**src/rtl/radix8_mul_seq.sv**
```systemverilog
// ---------------------------------------------------------------------------
// radix8_mul_seq
//   Sequencer in front of the CSA radix-8 sequential multiplier. It takes
//   operand pairs on a valid/ready interface and holds them stable for the
//   whole multiply. It pulses the multiplier's load input, then counts the
//   fixed iteration latency. It captures the 2N-bit product on the one edge
//   where that product is valid, and presents it through a one-entry holding
//   register with a valid/ready handshake.
//
// Ports
//   clk        rising-edge clock
//   rst        synchronous, active-low reset
//   in_valid   operand pair valid
//   in_ready   sequencer can accept an operand pair
//   in_a       signed multiplicand (N)
//   in_x       signed multiplier (N)
//   mul_load   registered load/reset to the multiplier (active high)
//   mul_a      registered multiplicand to the multiplier (N)
//   mul_x      registered multiplier operand to the multiplier (N)
//   mul_p      multiplier product (2N)
//   out_valid  result valid
//   out_ready  downstream accepts result
//   out_p      signed product (2N)
//   busy       high while a multiply is in flight (LOAD or RUN)
//
// state  | meaning
// -------+------------------------------------------------------------------
// S_IDLE | multiplier held in load; waiting for an operand pair
// S_LOAD | one cycle with the new mul_x present so the multiplier loads it
// S_RUN  | multiplier iterating; run_cnt counts up to the capture edge
// ---------------------------------------------------------------------------
module radix8_mul_seq #(
    parameter int N       = 32,
    parameter int ITER    = (N + 3) / 3,
    parameter int CAP_DLY = ITER + 2
) (
    input  logic             clk,
    input  logic             rst,
    input  logic             in_valid,
    output logic             in_ready,
    input  logic [N-1:0]     in_a,
    input  logic [N-1:0]     in_x,
    output logic             mul_load,
    output logic [N-1:0]     mul_a,
    output logic [N-1:0]     mul_x,
    input  logic [2*N-1:0]   mul_p,
    output logic             out_valid,
    input  logic             out_ready,
    output logic [2*N-1:0]   out_p,
    output logic             busy
);

    localparam int            CW       = $clog2(CAP_DLY + 1);
    localparam logic [CW-1:0] CNT_LAST = CW'(CAP_DLY - 1);

    typedef enum logic [1:0] {
        S_IDLE = 2'd0,
        S_LOAD = 2'd1,
        S_RUN  = 2'd2
    } state_t;

    state_t           state, state_nxt;
    logic [CW-1:0]    run_cnt, run_cnt_nxt;
    logic [N-1:0]     mul_a_nxt, mul_x_nxt;
    logic [2*N-1:0]   out_p_nxt;
    logic             out_valid_nxt;
    logic             mul_load_nxt;

    always_ff @(posedge clk) begin
        if (!rst) begin
            state     <= S_IDLE;
            run_cnt   <= '0;
            mul_a     <= '0;
            mul_x     <= '0;
            out_p     <= '0;
            out_valid <= 1'b0;
            mul_load  <= 1'b1;
        end else begin
            state     <= state_nxt;
            run_cnt   <= run_cnt_nxt;
            mul_a     <= mul_a_nxt;
            mul_x     <= mul_x_nxt;
            out_p     <= out_p_nxt;
            out_valid <= out_valid_nxt;
            mul_load  <= mul_load_nxt;
        end
    end

    always_comb begin
        state_nxt   = state;
        run_cnt_nxt = run_cnt;
        mul_a_nxt   = mul_a;
        mul_x_nxt   = mul_x;
        out_p_nxt   = out_p;
        // A held result drains on any edge where downstream is ready.
        out_valid_nxt = out_valid && !out_ready;
        in_ready      = (state == S_IDLE) && (!out_valid || out_ready);
        busy          = (state != S_IDLE);

        case (state)
            S_IDLE: begin
                if (in_valid && in_ready) begin
                    mul_a_nxt = in_a;
                    mul_x_nxt = in_x;
                    state_nxt = S_LOAD;
                end
            end
            S_LOAD: begin
                run_cnt_nxt = '0;
                state_nxt   = S_RUN;
            end
            S_RUN: begin
                // The multiplier cannot stall, so mul_p is taken on exactly
                // this edge; the holding register is already empty because
                // acceptance required the previous result to drain.
                if (run_cnt == CNT_LAST) begin
                    out_p_nxt     = mul_p;
                    out_valid_nxt = 1'b1;
                    run_cnt_nxt   = '0;
                    state_nxt     = S_IDLE;
                end else begin
                    run_cnt_nxt = run_cnt + CW'(1);
                end
            end
            default: begin
                state_nxt = S_IDLE;
            end
        endcase

        // Registered so the multiplier's asynchronous reset never glitches.
        mul_load_nxt = (state_nxt != S_RUN);
    end

endmodule
```
**config.mk**
```make
export PLATFORM = sky130hd
export DESIGN_NAME = radix8_mul_seq
export DESIGN_NICKNAME = d
export VERILOG_FILES = /design/src/rtl/radix8_mul_seq.sv
export SDC_FILE = /design/constraint.sdc
export NUM_CORES = 1
export LEC_CHECK = 0
export ABC_CLOCK_PERIOD_IN_PS = 1300
export CORE_UTILIZATION = 25
export CTS_BUF_LIST = sky130_fd_sc_hd__clkbuf_8
export DETAILED_ROUTE_END_ITERATION = 8
export PLACE_DENSITY_LB_ADDON = 0.05
export REMOVE_ABC_BUFFERS = 1
export SYNTH_ARGS = -nofsm -noshare
export SYNTH_HDL_FRONTEND = slang
export SYNTH_SLANG_ARGS = --single-unit
export TNS_END_PERCENT = 1
```
**constraint.sdc**
```tcl
create_clock -name clk -period 1.3 [get_ports clk]
set_input_delay 0.195 -clock clk [delete_from_list [all_inputs] [get_ports clk]]
set_output_delay 0.195 -clock clk [all_outputs]
set_load 0.005 [all_outputs]
```
==> impl_metrics.yaml <==
run_status:
  outcome: "finished with violations"
  violations: "negative setup slack"
critical_path:
  regToRegEndpoint: "mul_a[25]"
  cp-endpoint: "mul_a[25]"
  cp_data_arrival_time_ns: 1.81
  reg2reg_slack_ns: -0.14
  startpoint_type: "flop"
  required_ns: 1.66
  crit_path_max_fanout: 32
  startpoint: "state[1]"
  endpoint_kind: "flop"
  r2r-start: "state[1]"
  critical_path_class: "reg -> reg"
  r2r_cells: 7
timing:
  fin_skew_ns: 0.0118
  fin_tns_setup_ns: -12.15
  holdWs_ns: 0.284
  fin_ws_ns: -0.145
  min_period_ns: 1.44
  hold_viol: 0
  setup_viol: 134
  rsz0062_at_grt: "true"
  slew_violations: 0
  fmax_mhz: 692
  maxSlewHeadroom_pct: 81.9
  period_share_pct: 111
  worstMarginPinSlew_ns: 0.270
placed_design:
  placed_area_sq_um: 7940
  io_buffers: 263
  gp_congestion: 0.718
  dp_hpwl_microns: 10900
  placedCellCount: 1120
clock_network:
  insertion_delay_ns: 0.44
  path_clk_slew_ns: 0.08
  cts_root_buf: "clkbuf_8"
  cts_buffers: 17
  clock_path_buffers: 2
  htreeDepth: 4
  clock-sinks: 136
  cts_tree: "done"
layout:
  area_growth_pct: 80.9
  num_antenna_cells: 0
  nets: 1030
  fin_cells: 1166
  fin_util_pct: 46.6
  fill_cells: 1899
  drive_above_1_share_pct: 19.2
  finish.instance_area_sq_um: 8800
synth:
  synth.area.top_cells: "dfxtp_1, nand2_1, a21oi_1"
  synth_edf_count: 0
  ys_types: 25
  ys_top_cells_by_count: "nand2_1, dfxtp_1, a21oi_1"
  synth_top_area_share_pct: 56.0
  yosys.area.top_type: "dfxtp_1"
  yosysSeqAreaShare_pct: 56.0
  yosys.area_share.simple_pct: 22.4
  syn_avg_cell_area_sq_um: 8.01
  async_reset_ff_share_pct: 0
  ys_ff_latch: 136
  synth_fa_ha_area_share_pct: 1.29
  synth_top_family_by_area: "simple AND/OR/NAND/NOR gates"
  yosys_warnings: 0
  synth.most_common_cell: "nand2_1"
  synth_cells: 607
  synthFlopType: "dfxtp_1"
  netlist_area_sq_um: 4860
  synth_xor_xnor_area_share_pct: 0
  synth_compound_area_share_pct: 14.8
  synth_mux_area_share_pct: 0
drt:
  vias: 5054
  drt-total-wl_microns: 17800
  first_pass_iters: 4
  antenna_left: 0
  drtIter0Drc: 171
  drc: 0
  wl_per_cell_microns: 15.3
  vias_per_cell: 4.33
global_routing:
  grt_usage_pct: 15.8
  grt_max_degree: 65
  overflow: 0
  grt_pass1_vias: 5012
  antenna_found_initial: 0
  grt_pass1_wl_microns: 24700
floorplanning:
  coreArea_sq_um: 18900
  pin_count: 264
  rows: 50
  die-area_sq_um: 20000
  fp.dieW_microns: 141
  start_util_pct: 25.7
  die_y_microns: 141
power_and_ir_drop:
  clkPwrFrac_pct: 38.6
  intPower_mw: 7.60
  vdd_drop_max_mv: 0.552
  p_sw_share_pct: 25.0
  pwr_density_cell_nw_per_um2: 1150
  combPwrFrac_pct: 17.3
  p_leak_nw: 3.63
  seqPwrFrac_pct: 44.0
  power.net_switching_mw: 2.53
job:
  max_cap_violations: 0
hold_path:
  min_path_type: "in -> reg"
-- sequential cells by signal, summed over array words and instances (netlist names) --
name,count
out_p,64
mul_a,32
mul_x,32
run_cnt,4
state,2
mul_load,1
out_valid,1
-- critical path, stage by stage (launching register included) --
cell and delay (ns):
dfxtp_2 0.35, inv_2 0.05, ha_4 0.17, buf_6 0.12
nand3_2 0.17, buf_12 0.23, nand2_1 0.10, a21oi_2 0.17
-- cell families (layout without fill, tap and decap cells) --
family / count (synthesis) / in the layout
and+or+nand+nor: 277 / 277
AOI/OAI and AO/OA: 140 / 140
DFF: 136 / 136
buffers and inverters: 49 / 348
adders and majority gates: 5 / 5
-- power by group through the flow --
stage          registers, mW  clock network, mW  logic (mW)
6_report                4.46               3.91        1.75
5_1_grt                 4.49               4.28        1.90
4_1_cts                 4.46               4.07        1.55
3_5_place_dp            4.55                  0        1.61
3_3_place_gp            4.54                  0        1.58
2_1_floorplan           4.56                  0       0.492
-- cell usage in the layout (no fill, tap or decap), types with 2 or more instances in the layout --
cell type	instances
clkbuf_8	17
bufinv_16	5
clkinv_4	2
dfxtp_2	40
nand2_1	258
clkbuf_2	3
clkdlybuf4s15_1	29
dfxtp_1	96
buf_4	24
ha_1	2
nand3_1	4
clkbuf_16	8
and3_4	2
a21oi_1	99
clkinvlp_4	2
ha_4	3
buf_6	3
inv_2	5
clkdlybuf4s50_1	131
nor2b_1	2
dlygate4sd2_1	98
nand3_2	2
buf_12	10
inv_1	6
a21oi_2	36
-- layer usage --
metal	wire [microns]	track usage (%)	share of wire [%]
met5	0	0	0
met4	189	5.21	1.1
met3	1740	8.34	9.8
met2	8310	26.2	47
met1	7560	17.4	42
-- per-stage QoR --
step	worst slack (ns)	power (mW)
after CTS	-0.253	10.1
after global routing	-0.223	10.7
after floorplan	-1.23	5.05
after global placement	-0.312	6.12
final	-0.145	10.1
after detailed placement	-0.376	6.16
-- area by class of cell --
class | instances | area [sq um] | area share (%)
clock buffer | 17 | 234 | 2.66
clock inverter | 15 | 211 | 2.40
inverter | 8 | 32.5 | 0.370
multi-input combinational | 422 | 2100 | 23.9
sequential | 136 | 2770 | 31.5
tap | 260 | 325 | 3.70
timing repair buffer | 308 | 3120 | 35.4
-- what timing repair did --
action / CTS / global route
setup endpoints to repair: 266 / 171
pin swaps: 3 / 8
gates cloned: 0 / 9
buffers inserted: 3 / 2
hold buffers: 0 / 0
gates resized for setup: 189 / 80
-- worst min path at each step --
stage / endpoint / slack (ns) / from / cells after the start
2_1_floorplan: mul_load / 0.30 / rst / 1
3_3_place_gp: mul_x[2] / 0.44 / mul_x[2] / 2
3_5_place_dp: mul_x[18] / 0.45 / mul_x[18] / 2
4_1_cts: out_p[57] / 0.24 / mul_p[57] / 3
5_1_grt: out_p[32] / 0.25 / mul_p[32] / 3
6_report: out_p[57] / 0.28 / mul_p[57] / 3
Power figures use the tool's default switching activity.
==> RTL edit, RTL diff (same settings) <==
Re-encode `state_t` (3 states) as one-hot, 3 bits wide.
--- a/src/rtl/radix8_mul_seq.sv
+++ b/src/rtl/radix8_mul_seq.sv
@@ -53,10 +53,10 @@
     localparam int            CW       = $clog2(CAP_DLY + 1);
     localparam logic [CW-1:0] CNT_LAST = CW'(CAP_DLY - 1);
 
-    typedef enum logic [1:0] {
-        S_IDLE = 2'd0,
-        S_LOAD = 2'd1,
-        S_RUN  = 2'd2
+    typedef enum logic [2:0] {
+        S_IDLE = 3'b001,
+        S_LOAD = 3'b010,
+        S_RUN  = 3'b100
     } state_t;
 
     state_t           state, state_nxt;
Behaviour: no difference found for any inputs over 10 cycles, from zero or initial values and one cycle with rst low; not proved beyond that.
==> RTL edit against the unedited design <==
- the flow still finishes with violations (setup timing)
- sequential cell count grew 1
- combinational power shrank 29%
- wire length shrank 2.5%
- critical path depth shrank 2
- worst setup slack lost 0.16 ns
- total power shrank 7.0%
- final area grew 2.6%
- critical endpoint is now mul_x[21]$_SDFFE_PN0P_
- synthesized area grew 10%
- highest routed layer unchanged
- die area grew 10%
==> RTL edit: results (changes against the unedited design) <==
[cells_and_area]
top_regs=out_p: 64 flops, mul_a: 32 flops, mul_x: 32 flops  ; unchanged
num-nonclk-buffers=307  ; was 308
clock_area_frac=0.04646  ; was 0.05064
buf_share=0.3402  ; was 0.3543
fillers=2085  ; was 1899
drive_gt1_frac=0.1602  ; was 0.1921
antenna_cells=0  ; unchanged
multi_input_area_share=0.2632  ; was 0.2391
clock_buffers=20  ; was 17
final_net_count=1022  ; was 1030
inv_count=3  ; was 8
ff_latch_area_sq_um=2804  ; was 2773 sq um

[power]
leakage_nw=3.800  ; was 3.628 nW
switching_share=0.2384  ; was 0.2497
ir_drop_mv=0.5144  ; was 0.5523 mV

[sta]
finClkSkew_ns=0.01399  ; was 0.01184 ns
setup_ws_ns=-0.3028  ; was -0.1447 ns
final-setup-viol-count=138  ; was 134
tightest_slew_ns=0.3527  ; was 0.2704 ns
drv_slew=0  ; unchanged
tns_ns=-28.28  ; was -12.15 ns

[worst_hold_path]
min_path_type=in2reg  ; unchanged

[grt]
use_met2=0.2516  ; was 0.2616
grt_start_max_net_pins=84  ; was 65
use_met3=0.07515  ; was 0.08336
grt_pass1_wl_mm=27.61  ; was 24.71 mm
use_met1=0.1904  ; was 0.1743
grt_pass1_vias=5377  ; was 5012
grt_util_all_layers=0.1589  ; was 0.1583

[clocking]
clk_latency_ns=0.44  ; about the same
cts_sinks=137  ; was 136
cts_buffer_depth=2  ; unchanged
root_buffer=clkbuf_8  ; unchanged

[critical_path]
cp_top_family=simple AND/OR/NAND/NOR gates  ; was buffers and inverters
crit_slowest_cell=or3b_4  ; was dfxtp_2
crit_fanout=12  ; was 32
cpPeakStageDelay_ns=0.42  ; was 0.35 ns
arrival_ns=1.97  ; was 1.81 ns

[synth]
synthDistinctLibCells=31  ; was 25
synth_compound_area_frac=0.1335  ; was 0.1484
async_flop_share=0  ; unchanged
synth.area.top_cells=dfxtp_1, mux2i_1, nand2_1  ; was dfxtp_1, nand2_1, a21oi_1
netlist_top_cells_count=dfxtp_1, nand2_1, a21oi_1, o21ai_0, nand3_1  ; was nand2_1, dfxtp_1, a21oi_1
synth_adder_area_share=0.004659  ; was 0.01286
synth.area.mux_share=0.1193  ; was 0
seq_area_frac_synth=0.5106  ; was 0.5598
ys.flop_type=dfxtp_1  ; unchanged
synth_xor_area_frac=0.001631  ; was 0

[placement]
dpl.hpwl_mm=11.85  ; was 10.91 mm
gp_congestion=0.7299  ; was 0.7181
io_buffers=263  ; unchanged
place_ws_ns=-0.3366  ; was -0.3762 ns

[drt]
wl_mm=17.36  ; was 17.81 mm
drtIter0Drc=202  ; was 171
vias_per_cell=4.509  ; was 4.334

[status]
status=finished, violations left  ; unchanged
violations=setup timing  ; unchanged

==> RTL edit: routing by layer <==
metal	part of all wire	up-vias	routed length, microns
li1	-	2657	-
met1	0.43	2410	7379
met2	0.45	210	7805
met3	0.11	16	1987
met4	0.011	0	185
met5	0	-	0
==> RTL edit: kinds of logic after synthesis <==
family / Yosys count
AO/OA/AOI/OAI: 141
XOR/XNOR: 1
adder cells (fa/ha/maj): 2
buffers and inverters: 63
flip-flops: 137
multiplexers: 64
AND/OR/NAND/NOR: 214
==> RTL edit: what timing repair did <==
action,in CTS,in global routing
setup endpoints to repair,268,171
buffers inserted,1,0
resized for setup,242,56
cloned,1,0
pin swaps,4,2
==> RTL edit: power by group through the flow <==
| stage | clock (mW) | combinational [mW] | sequential, mW |
|---|---|---|---|
| after CTS | 3.91 | 1.27 | 4.43 |
| after global placement | 0 | 1.35 | 4.52 |
| final | 3.73 | 1.25 | 4.43 |
| after detailed placement | 0 | 1.36 | 4.52 |
| after floorplan | 0 | 0.383 | 4.54 |
| after global routing | 4.11 | 1.36 | 4.45 |
==> RTL edit: per-stage QoR <==
step | instance area [sq um] | instances
2_1_floorplan | 5094 | 562
3_3_place_gp | 8652 | 1142
3_5_place_dp | 8652 | 1142
4_1_cts | 8995 | 1174
5_1_grt | 9022 | 1174
6_report | 9022 | 1174
==> RTL edit: worst paths after layout <==
kind                                              from                endpoint  slack (ns)  cells past startpoint
worst max register to register     state[2]$_SDFF_PN0_  mul_x[21]$_SDFFE_PN0P_       -0.30                      5
worst min-delay path                               rst    out_valid$_SDFF_PN0_        0.20                      3
worst max-delay path               state[2]$_SDFF_PN0_  mul_x[21]$_SDFFE_PN0P_       -0.30                      5
worst min register to register  mul_x[11]$_SDFFE_PN0P_  mul_x[11]$_SDFFE_PN0P_        0.46                      2
